### config.mk
export PLATFORM = sky130hd
export DESIGN_NAME = a_addn_serial
export DESIGN_NICKNAME = d
export VERILOG_FILES = /design/src/rtl/a_arith_pkg.sv /design/src/rtl/a_add_slice.sv /design/src/rtl/a_addn_serial.sv
export SDC_FILE = /design/constraint.sdc
export NUM_CORES = 1
export LEC_CHECK = 0
export ABC_CLOCK_PERIOD_IN_PS = 2000
export BUFFER_PORTS_ARGS = -buffer_cell sky130_fd_sc_hd__buf_2
export CORE_MARGIN = 3
export CORE_UTILIZATION = 55
export CTS_CLUSTER_DIAMETER = 150
export DETAILED_ROUTE_END_ITERATION = 8
export PLACE_DENSITY = 0.9
export SYNTH_ARGS = -nofsm -noshare
export SYNTH_HDL_FRONTEND = slang
export SYNTH_SLANG_ARGS = --single-unit
### constraint.sdc
create_clock -name clk -period 2 [get_ports clk]
set_clock_uncertainty 0.1 [all_clocks]
set_input_delay 0.4 -clock clk [delete_from_list [all_inputs] [get_ports clk]]
set_output_delay 0.4 -clock clk [all_outputs]
set_load 0.02 [all_outputs]
### src/rtl/a_arith_pkg.sv
// Shared types and helpers for the arith/ stages: FSM states, two-phase token
// detection and counter sizing.
package a_arith_pkg;

  typedef enum logic [1:0] {
    IDLE,
    COMPUTE,
    EMIT
  } state_t;

  // A two-phase token is pending whenever request and acknowledge disagree.
  function automatic logic pending(input logic r, input logic a);
    return r != a;
  endfunction

  function automatic int nchWidth(input int n);
    return (n <= 1) ? 1 : $clog2(n);
  endfunction

endpackage

### src/rtl/a_add_slice.sv
// Combinational CHUNK-bit ripple slice; the serial adder reuses one copy every
// cycle.
module a_add_slice #(
  parameter int CHUNK = 2
) (
  input  logic [CHUNK-1:0] i_a,
  input  logic [CHUNK-1:0] i_b,
  input  logic             i_cin,
  output logic [CHUNK-1:0] o_sum,
  output logic             o_cout
);

  assign {o_cout, o_sum} = {1'b0, i_a} + {1'b0, i_b} + {{CHUNK{1'b0}}, i_cin};

endmodule

### src/rtl/a_addn_serial.sv
// Chunk-serial W-bit adder with two-phase operand, carry-in, sum and
// carry-out channels; one CHUNK-bit slice is reused for NCH cycles per add.
module a_addn_serial
  import a_arith_pkg::*;
#(
  parameter logic Rpol  = 1'b0,
  parameter int   W     = 8,
  parameter int   CHUNK = 2,
  parameter logic SUB   = 1'b0
) (
  input  logic           clk,
  input  logic           rst,
  input  logic           r_i,
  output logic           a_i,
  input  logic [2*W-1:0] d_i,
  input  logic           rc_i,
  output logic           ac_i,
  input  logic           dc_i,
  output logic           r_o,
  input  logic           a_o,
  output logic [W-1:0]   d_o,
  output logic           rc_o,
  input  logic           ac_o,
  output logic           dc_o,
  output logic           err
);

  localparam int NCH = W / CHUNK;
  localparam int KW = nchWidth(NCH);
  localparam logic [KW-1:0] LAST = KW'(NCH - 1);

  state_t          r_state;
  logic [W-1:0]    r_a;
  logic [W-1:0]    r_b;
  logic [W-1:0]    r_sum;
  logic            r_carry;
  logic [KW-1:0]   r_k;
  logic            r_riPrev;
  logic            r_rciPrev;
  logic            r_aoPrev;
  logic            r_acoPrev;

  logic [CHUNK-1:0] w_chunkSum;
  logic             w_chunkCout;
  logic [W-1:0]     w_sumNext;
  logic             w_protoErr;

  a_add_slice #(.CHUNK(CHUNK)) u_slice (
    .i_a   (r_a[CHUNK-1:0]),
    .i_b   (r_b[CHUNK-1:0]),
    .i_cin (r_carry),
    .o_sum (w_chunkSum),
    .o_cout(w_chunkCout)
  );

  // Operands shift right each cycle; the new chunk enters the sum from the top,
  // so after NCH cycles the sum register holds the result in place.
  assign w_sumNext = W'({w_chunkSum, r_sum} >> CHUNK);

  assign w_protoErr = ((a_o  != r_aoPrev)  && (r_aoPrev  == r_o))
                   || ((ac_o != r_acoPrev) && (r_acoPrev == rc_o))
                   || ((r_i  != r_riPrev)  && pending(r_riPrev, a_i))
                   || ((rc_i != r_rciPrev) && pending(r_rciPrev, ac_i));

  always_ff @(posedge clk or negedge rst) begin
    if (!rst) begin
      r_state   <= IDLE;
      r_a       <= '0;
      r_b       <= '0;
      r_sum     <= '0;
      r_carry   <= 1'b0;
      r_k       <= '0;
      r_riPrev  <= Rpol;
      r_rciPrev <= Rpol;
      r_aoPrev  <= Rpol;
      r_acoPrev <= Rpol;
      a_i       <= Rpol;
      ac_i      <= Rpol;
      r_o       <= Rpol;
      rc_o      <= Rpol;
      d_o       <= '0;
      dc_o      <= 1'b0;
      err       <= 1'b0;
    end else begin
      r_riPrev  <= r_i;
      r_rciPrev <= rc_i;
      r_aoPrev  <= a_o;
      r_acoPrev <= ac_o;
      if (w_protoErr) err <= 1'b1;

      case (r_state)
        IDLE: begin
          if (pending(r_i, a_i) && pending(rc_i, ac_i)) begin
            r_a     <= d_i[2*W-1:W];
            r_b     <= SUB ? ~d_i[W-1:0] : d_i[W-1:0];
            r_carry <= dc_i;
            r_sum   <= '0;
            r_k     <= '0;
            a_i     <= ~a_i;
            ac_i    <= ~ac_i;
            r_state <= COMPUTE;
          end
        end
        COMPUTE: begin
          r_a     <= r_a >> CHUNK;
          r_b     <= r_b >> CHUNK;
          r_sum   <= w_sumNext;
          r_carry <= w_chunkCout;
          r_k     <= r_k + 1'b1;
          if (r_k == LAST) begin
            d_o     <= w_sumNext;
            dc_o    <= w_chunkCout;
            r_o     <= ~r_o;
            rc_o    <= ~rc_o;
            r_state <= EMIT;
          end
        end
        EMIT: begin
          if ((a_o == r_o) && (ac_o == rc_o)) r_state <= IDLE;
        end
        default: r_state <= IDLE;
      endcase
    end
  end

endmodule

==> results.cfg <==
[worst_hold_path]
hold_end = r_aoPrev$_DFF_PN0_
holdCritPathClass = primary input to flip-flop
whs_path_depth = 1
hold_start = a_o

[clock_tree]
numClockSinks = 45
htreeDepth = 2
clk_latency_ps = 310
cts_inserted_buffers = 5
clk_path_buf_depth = 2
cts_tree = built
path_clk_slew_ps = 90
cts_root_buf = clkbuf_8

[job]
maxCapViolations = 0

[setup_path]
cp.depth = 5
slowest_stage = dfrtp_1
critPathArrivalTime_ps = 1890
cp_max_fo = 8
required_ps = 2130
r2r_end = r_a[1]$_DFFE_PN0P_
endpoint_kind = flip-flop
r2r_cells = 5
critPathKind = flip-flop to flip-flop
crit_family = flip-flops
rr_startpoint = a_i$_DFFE_PN0P_
path_buf_inv = 1
cp-start-kind = flip-flop
cp_slowest_stage_delay_ps = 440
r2r_slack_ps = 240
cp-startpoint = a_i$_DFFE_PN0P_
crit_chain = xor2_1, and2_1, buf_4, o22ai_2, a21oi_2

[cells_and_area]
fill_cells = 278
drive_gt1_share_pct = 37.5
seqCellArea_sq_um = 1130
num_antenna_cells = 0
nNetsFinal = 241
fin_util_pct = 70.2
multi_input_area_sq_um = 845
fin_area_sq_um = 2440
syn_to_final_growth_pct = 17.9

[power]
pwr-share-comb_pct = 48.7
power_frac_seq_pct = 36.1
power_frac_clock_pct = 15.2
cellPowerDensity_nw_per_um2 = 1850
p_sw_uw = 1850
p_leak_uw = 0.00112
netSwitchingFraction_pct = 41.1
p_int_uw = 2660
peakVddDrop_mv = 0.872

[detailed_routing]
num_vias = 1537
routed_wl_um = 4150
drt_pass1_iterations = 4
avgViaCountPerCell = 5.87
drcViolationCount = 0
drt_iter0_markers = 110
wl_per_cell_um = 15.8
route.antenna.remaining_nets = 0

[global_route]
antenna_found_initial = 0
grt.overflow.total = 0
grt_pass1_vias = 1528
grt_max_degree = 25
grtUsageTotal_pct = 20.8
grt_pass1_wl_um = 6980

[yosys]
synth.distinct_cells = 34
syn_inst = 172
syn-cell-area_sq_um = 2070
synth_nets = 198
yosys.area.top_type = dfrtp_1
yosysSeqAreaShare_pct = 54.5
avgSynthCellArea_sq_um = 12.0
synth.ff_latch_count = 45
post-synth-top-area-fraction_pct = 54.5
synth_warnings = 0
ys_top_cells_by_area = dfrtp_1 (54%), o22ai_2 (6.1%), a21oi_2 (4.2%)

[placement]
place_hpwl_um = 3040
gp_congestion = 0.788
dpl_cell_area_sq_um = 2310
io_buffers = 36

[sta]
finalSetupTns_ps = 0
hold_viol = 0
min_period_ps = 1760
finalCritPeriodShare_pct = 87.9
whs_ps = 121
drv_slew = 0
slew_headroom_pct = 64.8
rsz0062_at_grt = no
max_clock_freq_ghz = 0.569
worstMarginPinSlew_ps = 527
setup_viol = 0

[floorplan]
rows = 21
dieArea_sq_um = 4530
design.core.area_sq_um = 3470
initial_core_util_pct = 59.6
chipHeight_um = 67.3
ios = 37
die_w_um = 67.3

[run_status]
status = complete, no violations
[layout make-up]
class,count,share of cell area [%]
repair buffers,46,11.1
well taps,46,2.36
clock inverters,2,1.59
flip-flops and latches,45,46.2
multi-input cells,110,34.7
inverters,7,1.08
clock buffers,6,2.98
[synthesized netlist by cell type]
master and instances:
a21oi_2 10, fa_1 2, o22a_1 2, o21ai_0 8, a221oi_2 1, nand3_1 1, a22o_1 5, buf_2 4
xnor2_1 4, a211oi_1 1, a2bb2oi_1 2, nor2b_1 5, buf_12 1, nand2_1 13, o22ai_1 11, and3_1 1
and2_1 1, buf_4 1, a22oi_1 4, buf_6 1, nand4_1 1, o41ai_1 1, o21ai_2 1, o2bb2ai_1 2
a21oi_1 3, inv_1 7, dfrtp_1 45, xor2_1 2, ha_1 1, nor2_1 9, mux2_2 7, mux2i_1 2
clkbuf_1 3, o22ai_2 10
[stage by stage]
stage | setup WS, ps | power, uW | cells
after floorplan | 352 | 3300 | 172
after global placement | 252 | 3710 | 253
after detailed placement | 211 | 3830 | 253
after CTS | 247 | 4520 | 262
after global routing | 124 | 4810 | 262
final | 243 | 4510 | 262
[layout by cell type (no fill, tap or decap), drive strengths merged, types with 2 or more instances in the layout]
cell type,netlist,routed
mux2i,2,2
a2bb2oi,2,2
xnor2,4,4
a22oi,4,4
dfrtp,45,45
buf,7,45
mux2,7,7
a22o,5,5
o22ai,21,21
o21ai,9,9
xor2,2,2
nor2b,5,5
o22a,2,2
clkbuf,3,6
o2bb2ai,2,2
a21oi,13,13
nand2,13,13
inv,7,7
nor2,9,9
fa,2,2
[flip-flops by register name (all words and copies together), names as in the netlist, 2 cells and up]
name and cells:
d_o 8, r_a 8, r_b 8, r_k 2
r_state 2, r_sum 6
[logic make-up after synthesis]
family,after synthesis,share of synthesized area [%]
DFF,45,54.5
buffers and inverters,17,4.66
AOI/OAI and AO/OA,61,24.3
xor gates and xnor gates,6,2.54
and+or+nand+nor,31,6.66
adders and majority gates,3,2.54
muxes,9,4.78
[power by group through the flow]
stage / registers, uW / logic, uW / clock network (uW)
detailed placement: 1640 / 2200 / 0
global placement: 1610 / 2110 / 0
finish: 1630 / 2200 / 687
global route: 1670 / 2420 / 724
floorplan: 1690 / 1610 / 0
CTS: 1620 / 2210 / 691
[what timing repair did]
action / in CTS / in global routing
hold buffers: 1 / 0
endpoints found under the hold margin: 21 / 0
buffers inserted: 0 / 0
gates resized for setup: 0 / 0
[worst max path at each step]
stage | slack [ps] | end
6_report | 240 | r_a[1]$_DFFE_PN0P_
5_1_grt | 120 | r_a[5]$_DFFE_PN0P_
3_5_place_dp | 210 | r_a[1]$_DFFE_PN0P_
3_3_place_gp | 250 | r_a[3]$_DFFE_PN0P_
4_1_cts | 250 | d_o[7]$_DFFE_PN0P_
2_1_floorplan | 350 | r_carry$_DFFE_PN0P_
[layer usage]
metal / GRT usage [%] / up-vias / routed length [um] / share of wire, %
li1: - / 710 / - / -
met1: 26.5 / 780 / 1840 / 44
met2: 33.6 / 39 / 2020 / 49
met3: 4.83 / 8 / 215 / 5.2
met4: 9.62 / 0 / 79 / 1.9
met5: 0 / - / 0 / 0
(Power assumes the default switching activity.)
